--- src/rtl/vernier_frontend.sv ---
// Vernier TDC front end: synchronizes gate/ref2/control inputs, counts coarse reference
// cycles across a gate window, and captures the first vernier coincidence index.
module vernier_frontend #(
  parameter int unsigned CNT_W = 32
) (
  input  logic             reference_clk_1_internal,
  input  logic             rst_i,
  input  logic             gate_i,
  input  logic             ref2_i,
  input  logic             clear_i,
  input  logic             ack_i,
  output logic [CNT_W-1:0] coarse_count_o,
  output logic [CNT_W-1:0] coincidence_count_o,
  output logic             result_valid_o,
  output logic             overflow_o,
  output logic             missed_o,
  output logic [1:0]       state_o
);

  localparam int unsigned SYNC_W = 2;
  localparam logic [CNT_W-1:0] CNT_MAX = '1;

  typedef enum logic [1:0] {
    S_IDLE    = 2'd0,
    S_RUN     = 2'd1,
    S_DONE    = 2'd2,
    S_RELEASE = 2'd3
  } state_t;

  logic [SYNC_W-1:0] r_gate_sync;
  logic [SYNC_W-1:0] r_ref2_sync;
  logic [SYNC_W-1:0] r_clear_sync;
  logic [SYNC_W-1:0] r_ack_sync;
  logic              r_gate_q;
  logic              r_ref2_q;

  state_t            r_state;
  logic [CNT_W-1:0]  r_cnt;
  logic [CNT_W-1:0]  r_coin_cnt;
  logic              r_coin_seen;

  logic              w_gate_s;
  logic              w_ref2_s;
  logic              w_clear_s;
  logic              w_ack_s;
  logic              w_gate_rise;
  logic              w_gate_fall;
  logic              w_ref2_rise;
  logic              w_cnt_sat;
  logic [CNT_W-1:0]  w_cnt_next;

  assign w_gate_s    = r_gate_sync[SYNC_W-1];
  assign w_ref2_s    = r_ref2_sync[SYNC_W-1];
  assign w_clear_s   = r_clear_sync[SYNC_W-1];
  assign w_ack_s     = r_ack_sync[SYNC_W-1];
  assign w_gate_rise = w_gate_s & ~r_gate_q;
  assign w_gate_fall = ~w_gate_s & r_gate_q;
  assign w_ref2_rise = w_ref2_s & ~r_ref2_q;
  assign w_cnt_sat   = (r_cnt == CNT_MAX);
  assign w_cnt_next  = w_cnt_sat ? r_cnt : r_cnt + CNT_W'(1);
  assign state_o     = r_state;

  // Two-stage synchronizers plus one delay stage for edge detection
  always_ff @(posedge reference_clk_1_internal or posedge rst_i) begin
    if (rst_i) begin
      r_gate_sync  <= '0;
      r_ref2_sync  <= '0;
      r_clear_sync <= '0;
      r_ack_sync   <= '0;
      r_gate_q     <= 1'b0;
      r_ref2_q     <= 1'b0;
    end else begin
      r_gate_sync  <= {r_gate_sync[0], gate_i};
      r_ref2_sync  <= {r_ref2_sync[0], ref2_i};
      r_clear_sync <= {r_clear_sync[0], clear_i};
      r_ack_sync   <= {r_ack_sync[0], ack_i};
      r_gate_q     <= w_gate_s;
      r_ref2_q     <= w_ref2_s;
    end
  end

  // Measurement FSM with registered result outputs; clear overrides all transitions
  always_ff @(posedge reference_clk_1_internal or posedge rst_i) begin
    if (rst_i) begin
      r_state             <= S_IDLE;
      r_cnt               <= '0;
      r_coin_cnt          <= '0;
      r_coin_seen         <= 1'b0;
      coarse_count_o      <= '0;
      coincidence_count_o <= '0;
      result_valid_o      <= 1'b0;
      overflow_o          <= 1'b0;
      missed_o            <= 1'b0;
    end else if (w_clear_s) begin
      r_state             <= S_IDLE;
      r_cnt               <= '0;
      r_coin_cnt          <= '0;
      r_coin_seen         <= 1'b0;
      coarse_count_o      <= '0;
      coincidence_count_o <= '0;
      result_valid_o      <= 1'b0;
      overflow_o          <= 1'b0;
      missed_o            <= 1'b0;
    end else begin
      case (r_state)
        S_IDLE: begin
          if (w_gate_rise) begin
            r_cnt       <= CNT_W'(1);
            r_coin_seen <= 1'b0;
            r_state     <= S_RUN;
          end
        end
        S_RUN: begin
          if (w_gate_fall) begin
            coarse_count_o <= r_cnt;
            result_valid_o <= 1'b1;
            r_state        <= S_DONE;
            // A ref2 rise coinciding with the gate fall lands at the unincremented count
            if (r_coin_seen) begin
              coincidence_count_o <= r_coin_cnt;
            end else if (w_ref2_rise) begin
              coincidence_count_o <= r_cnt;
              r_coin_cnt          <= r_cnt;
              r_coin_seen         <= 1'b1;
            end else begin
              coincidence_count_o <= '1;
            end
          end else begin
            r_cnt <= w_cnt_next;
            if (w_cnt_sat) begin
              overflow_o <= 1'b1;
            end
            if (w_ref2_rise && !r_coin_seen) begin
              r_coin_cnt  <= w_cnt_next;
              r_coin_seen <= 1'b1;
            end
          end
        end
        S_DONE: begin
          if (w_gate_rise) begin
            missed_o <= 1'b1;
          end
          if (w_ack_s) begin
            result_valid_o <= 1'b0;
            r_state        <= S_RELEASE;
          end
        end
        S_RELEASE: begin
          if (w_gate_rise) begin
            missed_o <= 1'b1;
          end
          if (!w_ack_s) begin
            r_state <= S_IDLE;
          end
        end
        default: begin
          r_state <= S_IDLE;
        end
      endcase
    end
  end

endmodule

--- config.mk ---
export PLATFORM = sky130hd
export DESIGN_NAME = vernier_frontend
export DESIGN_NICKNAME = d
export VERILOG_FILES = /design/src/rtl/vernier_frontend.sv
export SDC_FILE = /design/constraint.sdc
export NUM_CORES = 1
export LEC_CHECK = 0
export BUFFER_PORTS_ARGS = -buffer_cell sky130_fd_sc_hd__buf_2
export CORE_AREA = 2 2 137 139
export DETAILED_ROUTE_END_ITERATION = 7
export DIE_AREA = 0 0 139 141
export SYNTH_ARGS = -nofsm -noshare
export SYNTH_HDL_FRONTEND = slang
export SYNTH_SLANG_ARGS = --single-unit
--- constraint.sdc ---
create_clock -name reference_clk_1_internal -period 6.9 [get_ports reference_clk_1_internal]
set_input_delay 1.38 -clock reference_clk_1_internal [delete_from_list [all_inputs] [get_ports reference_clk_1_internal]]
set_output_delay 1.38 -clock reference_clk_1_internal [all_outputs]
set_load 0.01 [all_outputs]
---- After elaboration in Yosys (flattened, before gate mapping) ----
Cells that the tools add are included.
operators by class
  $add $sub $neg .......................... 1
  equal/unequal tests ..................... 13
  muxes and demuxes ....................... 43
  bitwise logic cells ..................... 6
  reduce and logical (&&, ||, !) cells .... 20
operators by type and width
  kind                   number
  $mux 32                18
  $pmux 32 s2            1
  $add 32x1->32 const B  1
  $eq 32x32->1 const B   1
  $ne 3x3->1 const B     6
  $mux 1                 16
  $reduce_and 3->1       4
  $mux 2                 5
  $reduce_bool 2->1      5
  $reduce_bool 3->1      3
  $pmux 2 s4             1
  $reduce_and 4->1       2
  $eq 2x2->1 const B     2
  $ne 4x4->1 const B     1
  $pmux 1 s2             2
  $reduce_and 2->1       2
  $and 1x1->1            3
  $ne 3x2->1 const B     1
  $not 1->1              3
  $eq 2x1->1 const B     1
  $logic_not 2->1        1
  $ne 2x2->1 const B     1
  $reduce_or 2->1        1
  $logic_and 1x1->1      1
  $logic_not 1->1        1
storage, ports and cells
  bits in registers ....................... 144
  input bits .............................. 6
  output and inout bits ................... 69
  word-level logic and storage cells ...... 98

---- Longest topological paths before layout ----
  depth in word-level cells ............... 7
  depth in mapped cells ................... 11
  depth with buffers taken out ............ 7

---- Least setup slack after synthesis ----
OpenSTA, ideal clock, no wires.
  path type ............................... flip-flop to flip-flop
  start ................................... reg r_state[1] (netlist: state_o[1])
  end ..................................... reg r_cnt[4]
  setup time .............................. 0.069 ns
  arrival time ............................ 2.336 ns
  data required time ...................... 6.831 ns
  setup slack ............................. 4.495 ns
  stages on the path, launching flop included .. 10
  buffers on the path ..................... 2
  clock period less this slack ............ 2.405 ns
  path through ............................ dfrtp_1 inv_1 ha_1 clkbuf_1 nand2b_1 clkbuf_1 a2111oi_4 o31ai_2 or3_1 nand3_1
on the way
  longest elaborated chain between the ends .. 3
  elaborated cells on any way between the ends .. 8
  classes of those cells .................. 3 x eq/ne; 2 x mux; 3 x reduce/logical
RTL lines
  element                                                       line  source
  from (decl)                                                   37    state_t r_state;
  from (signal assigned)                                        85    r_state <= S_IDLE;
  from (signal assigned)                                        95    r_state <= S_IDLE;
  from (signal assigned)                                        110   r_state <= S_RUN;
  $eq 2x1->1 or $logic_not 2->1 (tied branches)                 105   case (r_state)
  $ne 3x3->1 (no source line), or another cell as far along     -
  $reduce_and 3->1 (no source line) or $mux 32 (tied branches)  -
  to (signal assigned)                                          129   r_cnt <= w_cnt_next;
  to (decl)                                                     38    logic [CNT_W-1:0] r_cnt;
Parallel ways exist; a longest one is shown, timed or not.
A chain may end at the register's enable or synchronous reset.

---- Worst setup path after layout ----
  start ................................... reg r_cnt[0]
  end ..................................... reg r_cnt[12]
on the way
  longest elaborated chain between the ends .. 5
  elaborated cells on any way between the ends .. 6
  classes of those cells .................. 1 x add/sub; 1 x eq/ne; 4 x mux
RTL lines
  element                                        line    source
  $add 32x1->32 or $eq 32x32->1 (tied branches)  60, 59
  $mux 32 (*)                                    60      assign w_cnt_next = w_cnt_sat ? r_cnt : r_cnt + CNT_W'(1);
  $mux 32 (*)                                    114     if (w_gate_fall) begin
  $pmux 32 s2 (*)                                105
  $mux 32 (*)                                    94      end else if (w_clear_s) begin
Every way passes the cells marked *; elsewhere a longest branch is shown, timed or not. The select of a mux whose other input is x is not followed.

==> flow_metrics.env <==
export IMPL_die_area_um2=19600
export IMPL_fin_area_um2=8230
export IMPL_detail_route_wirelength_met1_mm=9.42
export IMPL_fin_worst_hold_slack_ns=0.344
export IMPL_r2r_slack_ns=3.79
export IMPL_number_of_cts_inserted_buffers=17
export IMPL_numPortBuffers=74
export IMPL_postLayoutSetupSlackWorst_ns=3.79
export IMPL_timing_hold_worst_start="r_ack_sync[0]"
export IMPL_cts_sinks=144
export IMPL_grt_start_max_net_pins=76
export IMPL_clkSlewWorstSetupHoldPaths_ns=0.06
export IMPL_fin_setup_tns_ns=0
export IMPL_worst_setup_path_category="reg2reg"
export IMPL_area_share_of_the_largest_cell_type_after_synthesis=0.508
export IMPL_seqCellArea_um2=3600
export IMPL_top_layer_used="met4"
export IMPL_grt_remaining_overflow=0
export IMPL_synth_xor_xnor_area_share=0.0210
export IMPL_holdPathEnd="r_ack_sync[1]"
export IMPL_post_cts_setup_buffers=0
export IMPL_number_of_top_level_pins=75
export IMPL_core_region_area_um2=18300
export IMPL_synth_main_ff_cell="dfrtp_1"
export IMPL_die_height_um=141
export IMPL_min_path_type="reg2reg"
export IMPL_grt_first_pass_wirelength_mm=33.8
export IMPL_synth_area_per_cell_um2=9.74
export IMPL_cts_resized=0
export IMPL_synthToLayoutAreaGrowth_pct=16.0
export IMPL_final_max_slew_violation_count=0
export IMPL_skew_ns=0.00954
export IMPL_critPathLaunchType="flip-flop"
export IMPL_ant_nets=0
export IMPL_outcome="finished clean"
export IMPL_timing_slew_headroom=0.200
export IMPL_grt_antenna_before_repair=0
export IMPL_design_power_total_mw=2.28
export IMPL_nature_of_the_critical_path_endpoint="flip-flop"
export IMPL_synthMostInstantiatedCell="dfrtp_1"
export IMPL_wl_met2_mm=9.35
export IMPL_synth_warning_count=0
export IMPL_postCtsHoldBufs=0
export IMPL_critical_path_peak_fanout=17
export IMPL_routabilityCongestion=0.844
export IMPL_post_route_drc_count=0
export IMPL_multiInputGateArea_um2=3170
export IMPL_initial_core_util=0.388
export IMPL_max_clock_freq_mhz=322
export IMPL_synth_cells=728
export IMPL_root_buffer="clkbuf_16"
export IMPL_layout_drive_gt1_share=0.180
export IMPL_clkLatencyLatePin_ns=0.43
export IMPL_worst_endpoint_arrival_ns=3.43
export IMPL_insertedDiodeCount=0
export IMPL_part_of_the_yosys_area_used_for_sequential_elements=0.508
export IMPL_max_capacitance_violation_count=0
export IMPL_synth_enable_flop_cells=0
export IMPL_min_path_cells=0
export IMPL_synth_largest_area_cell="dfrtp_1"
export IMPL_yosys_area_share_simple=0.183
export IMPL_n_fill_cell=1734
export IMPL_detailedRoute_firstIterationViolations=681
export IMPL_finalCritPeriodShare=0.450
export IMPL_ys_async_sr_fraction=1.00
export IMPL_wl_met3_mm=1.29
export IMPL_setup_repair_after_global_routing_missed_its_margin="false"
export IMPL_power_density_nw_per_um2=277
export IMPL_leakage_nw=3.70
export IMPL_drtPass1Iterations=5
export IMPL_post_place_ws_ns=3.83
export IMPL_h_tree_levels=4
export IMPL_ys_seq_elements=144
export IMPL_synthTopCellsByCount="144 x dfrtp_1, 134 x nand2_1, 61 x clkbuf_1"
export IMPL_mappedNetlistNets=739
export IMPL_post_route_util=0.450
export IMPL_num_rows=50
export IMPL_timing_final_hold_violations=0
export IMPL_grt_pass1_vias=6061
export IMPL_synth_compound_area_share=0.217
export IMPL_placed_cells=966
export IMPL_hpwl_mm=12.7
export IMPL_setup_viol=0
export IMPL_ys_types=61
export IMPL_route_vias_total=6080
export IMPL_yosys_mux_area_fraction=0.0102
export IMPL_timing_reg2reg_worst_path_depth=6
export IMPL_worst_ep_required_time_ns=7.22
export IMPL_ir_drop_mv=0.170
export IMPL_mappedNetlistArea_um2=7090
export IMPL_clock_path_buffers=2
export IMPL_dieWidth_um=139
export IMPL_drt_total_wl_mm=20.4
export IMPL_most_area_consuming_cells_after_synthesis="dfrtp_1 51%, nand2_1 7.1%, a22o_1 4.1%"
export IMPL_timing_final_crit_period_ns=3.11
export IMPL_placedInstanceArea_um2=7560
export IMPL_regToRegStartpoint="r_cnt[0]"
export IMPL_combinational_family_with_the_most_area_after_synthesis="compound AO/OA/AOI/OAI gates"
export IMPL_vias_per_cell=6.10
export IMPL_cts_tree="yes"
export IMPL_groute_usage_overall=0.215
export IMPL_rr_endpoint="r_cnt[12]"
export IMPL_final_cell_count_no_fill=997
export IMPL_synth_adder_area_share=0.00882
export IMPL_detail_route_wl_per_cell_um=20.5
export IMPL_layout_nets=762
export IMPL_max_slew_worst_pin_slew_ns=1.20
layer usage:
metal  track usage  vias up
li1              -     2767
met1         0.306     3040
met2         0.328      245
met3        0.0479       28
met4        0.0712        0
met5             0        -
power breakdown:
part | internal, mW | switching [mW] | leakage (nW) | total, mW
Clock | 0.693 | 0.354 | 0.322 | 1.05
Sequential | 0.880 | 0.0369 | 1.98 | 0.917
Combinational | 0.0889 | 0.230 | 1.40 | 0.319
Total | 1.66 | 0.621 | 3.70 | 2.28
final cells by class:
cell class | instances | area share
Multi-Input combinational cell | 492 | 0.385
Clock inverter | 11 | 0.0255
Inverter | 11 | 0.00563
Sequential cell | 144 | 0.438
Clock buffer | 20 | 0.0555
Tap cell | 234 | 0.0356
Timing Repair Buffer | 85 | 0.0550
sequential cells by signal (all words and copies together) (netlist names):
signal,flops
coincidence_count_o,32
r_gate_sync,2
overflow_o,1
r_coin_cnt,32
r_ref2_sync,2
r_ack_sync,2
r_gate_q,1
r_coin_seen,1
r_ref2_q,1
state_o,2
r_clear_sync,2
missed_o,1
r_cnt,32
coarse_count_o,32
result_valid_o,1
cell usage in the layout (no fill, tap or decap), types with 4 or more instances in the layout:
master,n
ha_1,5
o21ai_0,17
or4_1,17
o311ai_0,14
or3_1,5
mux2i_1,5
buf_2,74
a31oi_1,16
o221ai_1,32
o211ai_1,24
inv_1,9
nand3_1,26
nand4_1,17
o31ai_1,9
or2_2,6
a21oi_1,15
nor2_1,18
and2_1,8
buf_4,11
dfrtp_1,144
a32o_1,4
nand2b_1,4
and4_1,4
a2111oi_0,4
bufinv_16,6
a22o_1,33
clkbuf_16,17
nand2_1,134
xnor2_1,14
nor4_1,11
critical path: stages (launching register included):
cell and delay [ns]:
dfrtp_1 0.51, ha_1 0.39, nand4_1 0.23, or4_1 0.56, nor3_2 0.91, o311ai_0 0.29, o31ai_1 0.13
kinds of logic after synthesis:
kind of cell / after synthesis
AO/OA/AOI/OAI: 199
XOR/XNOR: 17
adder cells (fa/ha/maj): 5
buffers and inverters: 92
flip-flops: 144
multiplexers: 7
AND/OR/NAND/NOR: 264
worst max-delay path by stage:
stage          startpoint                      end  slack, ns  depth (start not counted)
6_report         r_cnt[0]                r_cnt[12]       3.79                          6
5_1_grt          r_cnt[0]                 r_cnt[7]       3.51                          6
3_5_place_dp        rst_i   coincidence_count_o[4]       3.83                          3
2_1_floorplan       rst_i        coarse_count_o[0]       1.65                          1
3_3_place_gp   state_o[1]  coincidence_count_o[24]       3.87                          7
4_1_cts        state_o[1]  coincidence_count_o[25]       3.83                          7
Note: power is estimated with default switching activity, not from simulation.
